===== config.mk =====
export PLATFORM = sky130hd
export DESIGN_NAME = pwm_deadtime_flat
export DESIGN_NICKNAME = d
export VERILOG_FILES = /design/src/rtl/pwm_deadtime_if.sv /design/src/rtl/pwm_deadtime.sv /design/src/flat_wrapper.sv
export SDC_FILE = /design/constraint.sdc
export NUM_CORES = 1
export LEC_CHECK = 0
export CORE_MARGIN = 4
export CORE_UTILIZATION = 39
export CTS_CLUSTER_DIAMETER = 50
export CTS_CLUSTER_SIZE = 20
export DETAILED_ROUTE_END_ITERATION = 7
export MAX_ROUTING_LAYER = met4
export PLACE_DENSITY = 0.6
export REMOVE_ABC_BUFFERS = 1
export SYNTH_ARGS = -nofsm -noshare
export SYNTH_HDL_FRONTEND = slang
export SYNTH_SLANG_ARGS = --single-unit

===== constraint.sdc =====
create_clock -name chosen_clk -period 2.43 [get_ports chosen_clk]
set_input_delay 0.486 -clock chosen_clk [delete_from_list [all_inputs] [get_ports chosen_clk]]
set_output_delay 0.486 -clock chosen_clk [all_outputs]
set_load 0.005 [all_outputs]

===== src/rtl/pwm_deadtime_if.sv =====
// Bundles the pwm_deadtime control inputs and drive outputs.
// master: the side that supplies pwm/enable/dead time and observes the drives.
// slave:  the dead-time generator itself.
interface pwm_deadtime_if #(
  parameter int DT_WIDTH = 8
);
  logic                out_en;
  logic                pwm_in;
  logic [DT_WIDTH-1:0] dead_time;
  logic                pwm_h;
  logic                pwm_l;
  logic                dt_active;

  modport master (
    output out_en,
    output pwm_in,
    output dead_time,
    input  pwm_h,
    input  pwm_l,
    input  dt_active
  );

  modport slave (
    input  out_en,
    input  pwm_in,
    input  dead_time,
    output pwm_h,
    output pwm_l,
    output dt_active
  );
endinterface


===== src/rtl/pwm_deadtime.sv =====
// Complementary half-bridge drive with programmable dead time.
// pwm_in is registered once; every decision uses the registered copy, and
// all outputs are decodes of the state register so nothing combinational
// reaches the gate drivers from pwm_in.
module pwm_deadtime #(
  parameter int DT_WIDTH = 8
) (
  input logic           chosen_clk,
  input logic           rst_n,
  pwm_deadtime_if.slave bus
);

  typedef enum logic [2:0] {
    IDLE    = 3'd0,
    LOW_ON  = 3'd1,
    HIGH_ON = 3'd2,
    DEAD_LH = 3'd3,
    DEAD_HL = 3'd4
  } state_t;

  state_t              state_q, state_d;
  logic [DT_WIDTH-1:0] cnt_q, cnt_d;
  logic                pwm_r_q, pwm_r_d;

  logic                dt_zero;
  logic [DT_WIDTH-1:0] dt_load;

  // dead_time is only consumed here, on entry to a dead state; a later
  // change cannot disturb a gap that is already counting down.
  assign dt_zero = (bus.dead_time == '0);
  assign dt_load = bus.dead_time - DT_WIDTH'(1);

  // Next-state, counter and input-sync logic.
  always_comb begin
    state_d = state_q;
    cnt_d   = cnt_q;
    pwm_r_d = bus.pwm_in;

    if (!bus.out_en) begin
      state_d = IDLE;
    end else begin
      unique case (state_q)
        IDLE: begin
          if (dt_zero) begin
            state_d = pwm_r_q ? HIGH_ON : LOW_ON;
          end else begin
            state_d = pwm_r_q ? DEAD_LH : DEAD_HL;
            cnt_d   = dt_load;
          end
        end
        LOW_ON: begin
          if (pwm_r_q) begin
            if (dt_zero) begin
              state_d = HIGH_ON;
            end else begin
              state_d = DEAD_LH;
              cnt_d   = dt_load;
            end
          end
        end
        HIGH_ON: begin
          if (!pwm_r_q) begin
            if (dt_zero) begin
              state_d = LOW_ON;
            end else begin
              state_d = DEAD_HL;
              cnt_d   = dt_load;
            end
          end
        end
        DEAD_LH: begin
          // Pulse ended before the gap did: the high side is never driven.
          if (!pwm_r_q)          state_d = LOW_ON;
          else if (cnt_q == '0)  state_d = HIGH_ON;
          else                   cnt_d   = cnt_q - DT_WIDTH'(1);
        end
        DEAD_HL: begin
          if (pwm_r_q)           state_d = HIGH_ON;
          else if (cnt_q == '0)  state_d = LOW_ON;
          else                   cnt_d   = cnt_q - DT_WIDTH'(1);
        end
        default: state_d = IDLE;
      endcase
    end
  end

  // State, counter and synchronised pwm register with synchronous reset.
  always_ff @(posedge chosen_clk) begin
    if (!rst_n) begin
      state_q <= IDLE;
      cnt_q   <= '0;
      pwm_r_q <= 1'b0;
    end else begin
      state_q <= state_d;
      cnt_q   <= cnt_d;
      pwm_r_q <= pwm_r_d;
    end
  end

  assign bus.pwm_h     = (state_q == HIGH_ON);
  assign bus.pwm_l     = (state_q == LOW_ON);
  assign bus.dt_active = (state_q == DEAD_LH) || (state_q == DEAD_HL);

endmodule

===== src/flat_wrapper.sv =====
// flat-port wrapper written by rule: the top's interface ports become plain ports
module pwm_deadtime_flat 
#(
  parameter int DT_WIDTH = 8
)
  (chosen_clk, rst_n, bus_out_en, bus_pwm_in, bus_dead_time, bus_pwm_h, bus_pwm_l, bus_dt_active);
  pwm_deadtime_if #(.DT_WIDTH(DT_WIDTH)) bus_i ();
  input logic chosen_clk;
  input logic rst_n;
  input wire logic [$bits(bus_i.out_en)-1:0] bus_out_en;
  input wire logic [$bits(bus_i.pwm_in)-1:0] bus_pwm_in;
  input wire logic [$bits(bus_i.dead_time)-1:0] bus_dead_time;
  output wire logic [$bits(bus_i.pwm_h)-1:0] bus_pwm_h;
  output wire logic [$bits(bus_i.pwm_l)-1:0] bus_pwm_l;
  output wire logic [$bits(bus_i.dt_active)-1:0] bus_dt_active;
  assign bus_i.out_en = bus_out_en;
  assign bus_i.pwm_in = bus_pwm_in;
  assign bus_i.dead_time = bus_dead_time;
  assign bus_pwm_h = bus_i.pwm_h;
  assign bus_pwm_l = bus_i.pwm_l;
  assign bus_dt_active = bus_i.dt_active;
  pwm_deadtime #(.DT_WIDTH(DT_WIDTH)) u_core (.chosen_clk(chosen_clk), .rst_n(rst_n), .bus(bus_i));
endmodule

======== After elaboration in Yosys (flattened, before gate mapping) ========
Index checks and enable logic that the tools add are counted.
storage, ports and cells
  bits in registers ....................... 12
  bits of input ports ..................... 12
  output and inout port bits .............. 3
  word-level logic and storage cells ...... 42
operators by class
  add/subtract/negate cells ............... 2
  eq/ne operators ......................... 10
  multiplexer cells ....................... 19
  reductions and logical operators ........ 8
operators by type and width
  operator                                                            count
  8-bit two-way mux                                                   6
  8-bit case mux with 5 select lines                                  1
  3-bit two-way mux                                                   9
  8-bit zero test                                                     2
  8-bit by 1-bit subtractor with 8-bit output, second input constant  2
  3-bit case mux with 5 select lines                                  1
  3-bit by 2-bit == test with 1-bit output, second input constant     2
  6-bit AND reduction                                                 1
  5-bit nonzero test                                                  1
  2-bit by 1-bit != test with 1-bit output, second input constant     2
  2-bit != test, second input constant                                2
  4-bit AND reduction                                                 1
  3-bit by 1-bit == test with 1-bit output, second input constant     1
  3-bit == test, second input constant                                1
  3-bit zero test                                                     1
  3-bit by 1-bit != test with 1-bit output, second input constant     1
  3-bit != test, second input constant                                1
  2-bit two-way mux                                                   1
  2-bit AND reduction                                                 1
  1-bit logical OR                                                    1
  1-bit two-way mux                                                   1

======== Logic depth before layout (Yosys ltp) ========
  depth in word-level cells ............... 4
  gate-level depth with buffers ........... 11

======== Worst setup path after synthesis ========
OpenSTA, ideal clock, no wires.
  path type ............................... register -> register
  start ................................... register u_core.state_q[2]
  end ..................................... register u_core.cnt_q[6]
  setup time .............................. 0.121 ns
  arrival ................................. 1.985 ns
  slack ................................... 0.324 ns
  cell stages (with the launch flop) ...... 11
  path buffers ............................ 2
  clock period less this slack ............ 2.106 ns
  cells stage by stage .................... dfxtp_1 > buf_6 > and3b_2 > nor2_4 > buf_1 > mux2i_1 > ha_1 > nand3b_1 > nand2b_1 > a21oi_1 > o22ai_1
between the ends
  word-level cells in the longest chain between the ends .. 3
RTL lines
  element                                                                 RTL line            RTL
  start: declaration                                                      pwm_deadtime.sv:21  state_t state_q, state_d;
  start signal: assignment                                                pwm_deadtime.sv:94  state_q <= state_d;
  3-bit by 2-bit == test with 1-bit output, or another cell as far along  pwm_deadtime.sv:42  unique case (state_q)
  5-bit nonzero test (no source line), or another cell as far along       -
  6-bit AND reduction (no source line)                                    -
  end signal: assignment                                                  pwm_deadtime.sv:95  cnt_q <= cnt_d;
  end: declaration                                                        pwm_deadtime.sv:22  logic [DT_WIDTH-1:0] cnt_q, cnt_d;
Several ways; a longest one is shown, not always the timed one.
A chain may end at the register's enable or synchronous reset.

======== Worst setup path in the final report ========
  start ................................... register u_core.state_q[0]
  end ..................................... output port bus_dt_active
between the ends
  word-level cells in the longest chain between the ends .. 2
RTL lines
  element                                                                    RTL line             RTL
  3-bit by 2-bit == test with 1-bit output or 3-bit == test (tied branches)  pwm_deadtime.sv:102  assign bus.dt_active = (state_q == DEAD_LH) || (state_q == DEAD_HL);
  1-bit logical OR (*)                                                       pwm_deadtime.sv:102
  end: declaration                                                           flat_wrapper.sv:15   output wire logic [$bits(bus_i.dt_active)-1:0] bus_dt_active;
Mark *: on every way between the ends. The rest lies on a longest branch, timed or not.

==> impl_metrics.json <==
{
  "setup_viol": 0,
  "cts-buffers-inserted": 3,
  "num_antenna_cells": 0,
  "ir_worst_vdd_v": 0.000320,
  "initial_core_util_pct": 42.1,
  "syn2layout_area_growth_pct": 24.2,
  "first_pass_iters": 4,
  "internal_power_uw": 367,
  "p_leak_nw": 0.454,
  "io_buffers": 14,
  "syn-mean-instance-area_um2": 8.12,
  "wl_mm": 2.51,
  "outcome": "completed",
  "ant_nets": 0,
  "timing.final.crit_share_pct": 91.8,
  "fin_area_um2": 1190,
  "cp.arrival_ps": 1740,
  "synth_top_area_share_pct": 25.1,
  "drv_slew": 0,
  "cts.reportedPaths.clkPinSlew_ps": 70,
  "wl_per_cell_um": 14.9,
  "worst_hold_path_type": "reg -> reg",
  "power_frac_clock_pct": 22.6,
  "hpwl_mm": 1.95,
  "required_ps": 1940,
  "fill_cells": 224,
  "clock_latency_ps": 280,
  "fp.dieH_um": 57.6,
  "cts_tree": "built",
  "yosysWarningCount": 0,
  "nets": 156,
  "synth_cell_type_count": 49,
  "worst_pin_slew_ps": 456,
  "rows": 17,
  "relSlewSlack_pct": 69.3,
  "syn_area_um2": 958,
  "post-place-ws_ps": 32.3,
  "worstSetupEndpointType": "output pin",
  "skew_ps": 3.77,
  "postCtsSetupBuffers": 0,
  "p_per_area_nw_per_um2": 473,
  "viasPerCell": 5.63,
  "grt_overflow": 0,
  "core_area_um2": 2280,
  "placedInstanceArea_um2": 1170,
  "yosysSeqAreaShare_pct": 25.1,
  "tns_ps": 0,
  "final_common_cell": "nand2_1",
  "die_x_um": 57.6,
  "layout_setup_ws_ps": 199,
  "cts-htree-levels": 1,
  "grt_pass1_wl_mm": 4.37,
  "power_frac_comb_pct": 35.8,
  "hold_viol_final": 0,
  "ys_ff_latch": 12,
  "pwr-share-seq_pct": 41.6,
  "synthTopCellsByArea": "dfxtp_1 25%, nand2_1 5.9%, a21oi_1 4.2%",
  "fmax_mhz": 448,
  "num_io_pins": 15,
  "final_cell_mix": "15 x nand2_1, 14 x clkdlybuf4s50_1, 12 x dfxtp_1",
  "synth_cells": 118,
  "yosysTopAreaCell": "dfxtp_1",
  "power.net_switching_uw": 196,
  "cts_root_buffer": "clkbuf_4",
  "cts.sinks": 12,
  "holdBufCountCts": 0,
  "dieArea_um2": 3310,
  "hold-path-cell-count": 2,
  "grt_pass1_vias": 933,
  "path_class": "reg -> out",
  "drive_above_1_share_pct": 19.3,
  "dr.first_iter.drc_count": 20,
  "maxCapViolCount": 0,
  "hold_ws_ps": 495,
  "finalCriticalPeriod_ps": 2230,
  "path_max_fanout": 9,
  "regArea_um2": 240,
  "multi_input_comb_area_um2": 651,
  "rr_worst_depth": 8,
  "rsz0062_at_grt": "no",
  "clock_path_buffers": 2,
  "cp-start-kind": "register",
  "vias": 945,
  "antenna_found_initial": 0,
  "grt_usage_pct": 17.2,
  "grt_max_degree": 11,
  "post_cts_resized": 0,
  "finalCoreUtilization_pct": 52.3,
  "switching_share_pct": 34.8,
  "place_congestion": 0.835,
  "drt_drc_violations_left": 0
}
==> synth_stat cells, drive strengths merged <==
cell type / instances
nand2: 15
dfxtp: 12
a21oi: 9
nor2: 9
nor3: 9
buf: 5
inv: 5
mux2i: 4
nand3: 4
nand3b: 3
nor2b: 3
nor3b: 3
nor4: 3
o21ai: 3
a211oi: 2
a31oi: 2
ha: 2
o2111ai: 2
o211ai: 2
o22ai: 2
o32ai: 2
xnor2: 2
a211o: 1
a21boi: 1
a221oi: 1
a31o: 1
a32oi: 1
and2: 1
and3b: 1
and4bb: 1
clkbuf: 1
nand2b: 1
o21a: 1
o32a: 1
or3: 1
or4: 1
xor2: 1
==> metrics by stage <==
step                std cells  total power, mW
global placement          165            0.435
finish                    168            0.563
global route              168            0.599
floorplan                 112            0.360
CTS                       168            0.566
detailed placement        165            0.438
==> sequential cells by signal, summed over array words and instances, names as in the netlist <==
| register | cells |
|---|---|
| u_core.cnt_q | 8 |
| u_core.pwm_r_q | 1 |
| u_core.state_q | 3 |
==> routing by layer <==
metal / track usage, % / share of wire [%] / vias to the layer above
li1: - / - / 485
met1: 23.8 / 49 / 433
met2: 24.4 / 45 / 25
met3: 4.98 / 5.2 / 2
met4: 3.97 / 0.96 / 0
met5: - / 0 / -
==> critical path: stages, from the launching register on <==
cell	delay, ps
dfxtp_1	480
and3b_2	280
nor2_4	60
inv_2	130
clkdlybuf4s50_1	520
==> kinds of logic (layout without fill, tap and decap cells) <==
logic type	Yosys count	count (layout)	synth area share, %
AO/OA/AOI/OAI	31	31	24.4
XOR/XNOR	3	3	2.74
adder cells (fa/ha/maj)	2	2	2.61
buffers and inverters	11	33	7.05
flip-flops	12	12	25.1
multiplexers	4	4	4.18
AND/OR/NAND/NOR	55	55	33.9
==> cell type report <==
class / instances / share of cell area (%)
Multi-Input combinational cell: 95 / 54.7
Sequential cell: 12 / 20.2
Timing Repair Buffer: 25 / 18.7
Tap cell: 28 / 2.94
Clock buffer: 3 / 1.89
Inverter: 5 / 1.58
==> power groups by stage <==
stage	Combinational, mW	Clock (mW)	Sequential, mW
3_3_place_gp	0.198	0	0.238
3_5_place_dp	0.200	0	0.238
5_1_grt	0.224	0.138	0.237
2_1_floorplan	0.126	0	0.234
4_1_cts	0.201	0.132	0.233
6_report	0.201	0.127	0.234
==> path summary, 6_finish.rpt <==
check / slack, ps / startpoint / to
max: 200 / u_core.state_q[0] / bus_dt_active
max reg2reg: 280 / u_core.state_q[0] / u_core.cnt_q[6]
min: 490 / u_core.cnt_q[6] / u_core.cnt_q[6]
min reg2reg: 490 / u_core.cnt_q[6] / u_core.cnt_q[6]
No activity file was read; power rests on OpenSTA's default activity.
